### config.mk
export PLATFORM = sky130hd
export DESIGN_NAME = lsu_mem_ctrl
export DESIGN_NICKNAME = d
export VERILOG_FILES = /design/src/rtl/lsu_mem_ctrl.sv
export SDC_FILE = /design/constraint.sdc
export NUM_CORES = 1
export LEC_CHECK = 0
export ABC_CLOCK_PERIOD_IN_PS = 6500
export CAP_MARGIN = 20
export CORE_AREA = 2 2 157 159
export DETAILED_ROUTE_END_ITERATION = 16
export DIE_AREA = 0 0 159 161
export GPL_TIMING_DRIVEN = 0
export SYNTH_ARGS = -nofsm -noshare
export SYNTH_HDL_FRONTEND = slang
export SYNTH_SLANG_ARGS = --single-unit
### constraint.sdc
create_clock -name clk -period 6.5 [get_ports clk]
set_input_delay 0.975 -clock clk [delete_from_list [all_inputs] [get_ports clk]]
set_output_delay 0.975 -clock clk [all_outputs]
set_load 0.03 [all_outputs]
### src/rtl/lsu_mem_ctrl.sv
// LSU memory sequencer: one load/store per instruction over a single-outstanding
// valid/ready port. Optional misaligned-access trap: define LSU_MISALIGN_CHECK_EN.

// state | meaning
// IDLE  | waiting for a valid instruction; non-memory ops pass straight through
// REQ   | request presented on the memory port until accepted
// RESP  | request accepted, waiting for the response
// DONE  | result held for WBU until it is accepted
module lsu_mem_ctrl #(
    parameter int XLEN = 64
) (
    input  logic              clk,
    input  logic              rst,
    input  logic              lsu_valid,
    input  logic              i_MemEn,
    input  logic              i_MemWr,
    input  logic [2:0]        i_MemOP,
    input  logic [XLEN-1:0]   i_addr,
    input  logic [XLEN-1:0]   i_wdata,
    output logic              lsu_ready,
    output logic              o_valid,
    output logic [XLEN-1:0]   o_rdata,
    output logic              o_err,
    input  logic              wbu_allow_in,
    output logic              mem_req_valid,
    input  logic              mem_req_ready,
    output logic              mem_req_wen,
    output logic [XLEN-1:0]   mem_req_addr,
    output logic [XLEN-1:0]   mem_req_wdata,
    output logic [XLEN/8-1:0] mem_req_wstrb,
    input  logic              mem_resp_valid,
    input  logic [XLEN-1:0]   mem_resp_rdata,
    input  logic              mem_resp_err
);

    localparam int STRB_W = XLEN / 8;
    localparam int OFF_W  = $clog2(STRB_W);

    typedef enum logic [1:0] {
        IDLE = 2'd0,
        REQ  = 2'd1,
        RESP = 2'd2,
        DONE = 2'd3
    } state_t;

    state_t            state;
    state_t            state_nxt;
    logic [XLEN-1:0]   rdata_q;
    logic              err_q;
    logic [OFF_W-1:0]  off;
    logic [1:0]        size;
    logic              misaligned;
    logic [STRB_W-1:0] strb_base;
    logic [XLEN-1:0]   shifted;
    logic              sext;
    logic [XLEN-1:0]   load_ext;

    assign off  = i_addr[OFF_W-1:0];
    assign size = i_MemOP[1:0];

`ifdef LSU_MISALIGN_CHECK_EN
    always_comb begin
        misaligned = 1'b0;
        case (size)
            2'b00:   misaligned = 1'b0;
            2'b01:   misaligned = i_addr[0];
            2'b10:   misaligned = |i_addr[1:0];
            default: misaligned = |i_addr[2:0];
        endcase
    end
`else
    assign misaligned = 1'b0;
`endif

    // Request side: byte lanes beyond the bus width are simply shifted out.
    always_comb begin
        strb_base = '0;
        case (size)
            2'b00:   strb_base = STRB_W'(8'h01);
            2'b01:   strb_base = STRB_W'(8'h03);
            2'b10:   strb_base = STRB_W'(8'h0F);
            default: strb_base = '1;
        endcase
    end

    assign mem_req_wen   = i_MemWr;
    assign mem_req_addr  = {i_addr[XLEN-1:OFF_W], {OFF_W{1'b0}}};
    assign mem_req_wdata = i_wdata << {off, 3'b000};
    assign mem_req_wstrb = strb_base << off;

    assign shifted = mem_resp_rdata >> {off, 3'b000};
    assign sext    = ~i_MemOP[2];

    always_comb begin
        load_ext = shifted;
        case (size)
            2'b00:   load_ext = {{(XLEN-8){sext & shifted[7]}},   shifted[7:0]};
            2'b01:   load_ext = {{(XLEN-16){sext & shifted[15]}}, shifted[15:0]};
            2'b10:   load_ext = {{(XLEN-32){sext & shifted[31]}}, shifted[31:0]};
            default: load_ext = shifted;
        endcase
    end

    always_comb begin
        state_nxt     = state;
        o_valid       = 1'b0;
        mem_req_valid = 1'b0;
        case (state)
            IDLE: begin
                if (lsu_valid) begin
                    if (!i_MemEn) begin
                        o_valid = 1'b1;
                    end else if (misaligned) begin
                        state_nxt = DONE;
                    end else begin
                        state_nxt = REQ;
                    end
                end
            end
            REQ: begin
                mem_req_valid = 1'b1;
                if (mem_req_ready) state_nxt = RESP;
            end
            RESP: begin
                if (mem_resp_valid) state_nxt = DONE;
            end
            DONE: begin
                o_valid = 1'b1;
                if (wbu_allow_in) state_nxt = IDLE;
            end
            default: state_nxt = IDLE;
        endcase
    end

    assign lsu_ready = o_valid & wbu_allow_in;
    // Pass-through results in IDLE must read as zero regardless of the last load.
    assign o_rdata   = (state == DONE) ? rdata_q : '0;
    assign o_err     = (state == DONE) ? err_q : 1'b0;

    always_ff @(posedge clk) begin
        if (!rst) begin
            state   <= IDLE;
            rdata_q <= '0;
            err_q   <= 1'b0;
        end else begin
            state <= state_nxt;
            if (state == RESP && mem_resp_valid) begin
                rdata_q <= i_MemWr ? '0 : load_ext;
                err_q   <= mem_resp_err;
            end else if (state == IDLE && lsu_valid && i_MemEn && misaligned) begin
                rdata_q <= '0;
                err_q   <= 1'b1;
            end
        end
    end

endmodule

# Yosys cells after proc, flatten, opt, wreduce, memory -nomap -nowiden
# Index checks and enable logic that the tools add are counted.
dict set report word_totals {
  inputBits 204
  regBits 67
  elab_cells 40
  out_inout_bits 205
}
dict set report op_classes {
  bitwise 5
  n_mux 15
  shift 3
  n_eq_ne 10
  n_reduce_logical 4
}
# op count
set ops {}
lappend ops {{$pmux W64 S3} 1}
lappend ops {{$mux W64} 2}
lappend ops {{$shl A64 B6 Y64} 1}
lappend ops {{$shr A64 B6 Y64} 1}
lappend ops {{$pmux W8 S3} 1}
lappend ops {{$mux W2} 5}
lappend ops {{$ne A2 B2 Y1 const B} 5}
lappend ops {{$pmux W2 S4} 1}
lappend ops {{$shl A8 B3 Y8} 1}
lappend ops {{$eq A2 B2 Y1 const B} 3}
lappend ops {{$reduce_and A5 Y1} 1}
lappend ops {{$and A1 B1 Y1} 4}
lappend ops {{$eq A2 B1 Y1 const B} 2}
lappend ops {{$logic_not A2 Y1} 2}
lappend ops {{$mux W1} 4}
lappend ops {{$pmux W1 S2} 1}
lappend ops {{$logic_and A1 B1 Y1} 1}
lappend ops {{$not A1 Y1} 1}

# Logic depth before layout (Yosys ltp)
# Gate-level depths: netlist of run 1.
dict set report depth {
  word_depth 4
  depth_mapped 10
}

# Least setup slack after synthesis of run 1
# OpenSTA, ideal clock, no wires.
dict set report synth_path {
  kind {input to output}
  from {input i_addr[0]}
  to {output mem_req_wstrb[5]}
  t_arrival_ns 3.097
  required_ns 5.525
  path_stages 8
  setup_slack_ns 2.428
  path_cell_list {buf_6 > buf_2 > buf_2 > buf_4 > buf_2 > buf_2 > nor3_1 > nor3b_1}
}
dict set report synth_via {
  elab_chain_len 1
}
# element line
set synth_rtl {}
lappend synth_rtl {{start, declared} 18} ;# input logic [XLEN-1:0] i_addr,
lappend synth_rtl {{$shl A8 B3 Y8} 89} ;# assign mem_req_wstrb = strb_base << off;
lappend synth_rtl {{end, declared} 30} ;# output logic [XLEN/8-1:0] mem_req_wstrb,
# Every way passes these cells.

# Worst setup path in the final report of run 1
dict set report layout_path {
  from {input i_addr[1]}
  to {output mem_req_wdata[42]}
}
dict set report layout_via {
  elab_chain_len 1
}
# element line
set layout_rtl {}
lappend layout_rtl {{$shl A64 B6 Y64} 88} ;# assign mem_req_wdata = i_wdata << {off, 3'b000};
lappend layout_rtl {{end, declared} 29} ;# output logic [XLEN-1:0] mem_req_wdata,
# Every way passes these cells.

==> results.md, run 1 <==
- Yosys warns: 0
- Die Span X: approximately 160 um
- Synth async-reset ratio: 0
- CP Launch Type: input pin
- R2r setup slk: 3.90 ns
- Post-CTS resize count: 0
- Nets: 1,454
- Slew Limit Fails: 0
- Most frequent cells in the layout: 342 x clkdlybuf4s50_1, 111 x nand2_1, 88 x and2_1
- CTS tree: done
- RSZ-0062 raised after global routing: false
- CP required: 5.52 ns
- Critical path peak fanout: 10
- Cells after synthesis: 891
- Syn Area/Cell: 7.84 um2
- Port bufs: 342
- Area Growth Syn to Fin: 59.3%
- Fill count: between 2,000 and 2,500
- Placed insts: 1,559
- P_leak: 4.27 nW
- Post-synth EDFFs: 0
- Routed Antenna Nets: 0
- Min-Delay Path Class: flip-flop to flip-flop
- Mux cell area share after synthesis: 0.262
- Pwr dens: 158 nW/um2
- Worst reg2reg path depth: 7
- Crit end category: output port
- H-tree depth: 3
- Hold Path Origin: rdata_q[42]$_SDFFE_PN0P_
- Root Buffer: clkbuf_16
- Synth unique cells: 50
- Std-Cell Rows: 57
- Largest family of logic cells by synthesized area: multiplexers
- Die height: 161 um
- Final hold viol count: 0
- Longest Clk Path Bufs: 2
- Crit Reg-Reg Endpoint: rdata_q[16]$_SDFFE_PN0P_
- Post-Layout Cell Count: 1,577
- Slew headroom: 0.247
- Fin Setup TNS: 0 ns
- WS Path Type: input pin to output port
- Grt ovf: 0
- Maxcap violations: 0
- Worst slew pin tran: 1.12 ns
- Hold Path End: rdata_q[42]$_SDFFE_PN0P_
- Ys flop type: dfxtp_1
- Fin Clk Skew: 0.00681 ns
- Clk Latency, worst-skew pair: 0.34 ns
- DR iter-0 viols: 555
- Layout cells sized above 1: 0.162
- Drt via density: ~5.3
- Commonest non-fill, non-tap cell in the layout: clkdlybuf4s50_1
- WL/cell: 22.6 um
- Number of global-route vias before repair: approximately 8,400
- Status: complete, no violations
- Core area: 24,000 um2
- Tcrit/Tclk final: 0.894
- Pin count of the biggest net entering global routing: 11
- Fin util: 0.464
- Postcts setup bufs: 0
- TritonCTS Buffers: 9
- Io pins: 409
- Complex-gate fraction of the synthesized area: 0.205
- DRT Pass-1 Iters: 5
- Worst EP arrival: 4.84 ns
- Post-DP HPWL: 28,600 um
- Maximum VDD drop: 114 uV
- Die footprint: 25,600 um2
- Via count: around 8,300
- WHS Path Cells: 2
- #FFs+latches synth: 67
- Xor/xnor share of the synthesized area: 0
- Synth Cell Area: 6990 um2
- GRT Total Usage: 0.264
- Hold-fix buffers at CTS: 0
- Minimum clock period: 5.81 ns
- Clock transition at path regs: 0.05 ns
- Simple-gate share of the synthesized area: 0.209
- Global-route wire length before repair: 51,400 um
- Max Freq: 172 MHz
- Clock sink total: 67
- Reg2reg start: state[0]$_SDFFE_PN0P_
- Post-Synth Adder-Cell Area: 0.00716
- Worst Setup SP: i_addr[1]
- Routability cong.: 0.987
- Starting Density: 0.292
- # setup viols final: 0
- Sequential share of the synthesized area: 0.192
- Worst hold slack: 0.443 ns
- DRC Markers: 0
- Initial antenna violation count: 3
- Total Wirelength: 35,600 um
how the worst max path moves through the flow:
stage	end	slack, ns	cells past startpoint
floorplan	mem_req_wstrb[5]	2.43	8
global placement	mem_req_wdata[42]	0.74	8
detailed placement	mem_req_wdata[42]	0.74	8
CTS	mem_req_wdata[42]	0.73	8
global route	mem_req_wdata[42]	0.56	8
finish	mem_req_wdata[42]	0.69	8
area by class of cell:
class                   instances  area (um2)  share of cell area
multi-input cells             677        4790               0.431
repair buffers                342        3420               0.308
flip-flops and latches         67        1340               0.121
plain buffers                 141         832              0.0748
well taps                     324         405              0.0364
clock buffers                  13         260              0.0234
clock inverters                 2        35.0             0.00315
inverters                       8        30.0             0.00270
diodes                          3        7.51            0.000675
Yosys cell counts (all sizes together) (2+ instances only):
| master | number | area [um2] |
|---|---|---|
| buf | 91 | 644 |
| nor2 | 79 | 299 |
| a211o | 9 | 78.8 |
| o31ai | 13 | 97.6 |
| nand3 | 3 | 15.0 |
| and2 | 88 | 551 |
| a221o | 8 | 80.1 |
| o22ai | 12 | 75.1 |
| a21oi | 52 | 260 |
| nor3 | 7 | 35.0 |
| nor3b | 2 | 26.3 |
| o21ai | 92 | 536 |
| mux2 | 49 | 559 |
| mux4 | 32 | 721 |
| a21boi | 2 | 15.0 |
| o211ai | 6 | 45.0 |
| clkbuf | 50 | 188 |
| a32oi | 7 | 61.3 |
| nand4 | 2 | 12.5 |
| mux2i | 55 | 551 |
| a22oi | 14 | 105 |
| ha | 4 | 50.1 |
| a211oi | 2 | 15.0 |
| nor2b | 13 | 81.3 |
| nand2 | 111 | 417 |
| inv | 7 | 26.3 |
| dfxtp | 67 | 1340 |
critical path, stage by stage:
cell and delay [ns]:
clkdlybuf4s50_1 0.54, buf_2 0.27, buf_1 0.43, clkbuf_1 0.53, clkbuf_1 0.50, clkbuf_1 0.55, o21ai_0 0.35, clkdlybuf4s50_1 0.68
cells by family after synthesis:
| group | after synthesis |
|---|---|
| compound gates | 225 |
| fa+ha+maj | 4 |
| buf+inv | 149 |
| flops | 67 |
| mux | 136 |
| other cells | 1 |
| simple gates | 309 |
sequential cells by signal (all words and copies together), names as in the netlist:
register,count
state,2
err_q,1
rdata_q,64
metrics by stage:
step,cell area (um2),power (mW),setup slack (ns)
3_5_place_dp,10800,1.27,0.744
4_1_cts,11100,1.77,0.730
6_report,11100,1.76,0.688
5_1_grt,11100,1.83,0.556
3_3_place_gp,10800,1.26,0.741
2_1_floorplan,6990,0.910,2.43
report_power, final:
part | internal, mW | switching [mW] | total, mW | leakage [nW]
clock network | 0.315 | 0.182 | 0.498 | 0.146
logic | 0.359 | 0.463 | 0.821 | 3.58
registers | 0.429 | 0.0118 | 0.441 | 0.540
layer usage:
layer  wire length, um  global-route usage  vias to the layer above  share of wire
li1                  -                   -                     3817              -
met1             13300               0.298                     3919           0.37
met2             17900               0.483                      521           0.50
met3              2850              0.0478                       83          0.080
met4              1620               0.124                        0          0.045
met5                 0                   0                        -              0
Note: power is estimated with default switching activity, not from simulation.
==> inputs of run 2 (changes only) <==
Settings changed: ABC_CLOCK_PERIOD_IN_PS 6500 to not set.
==> results of run 2 <==
No change in the layout: final DEF, timing and power equal those of run 1.
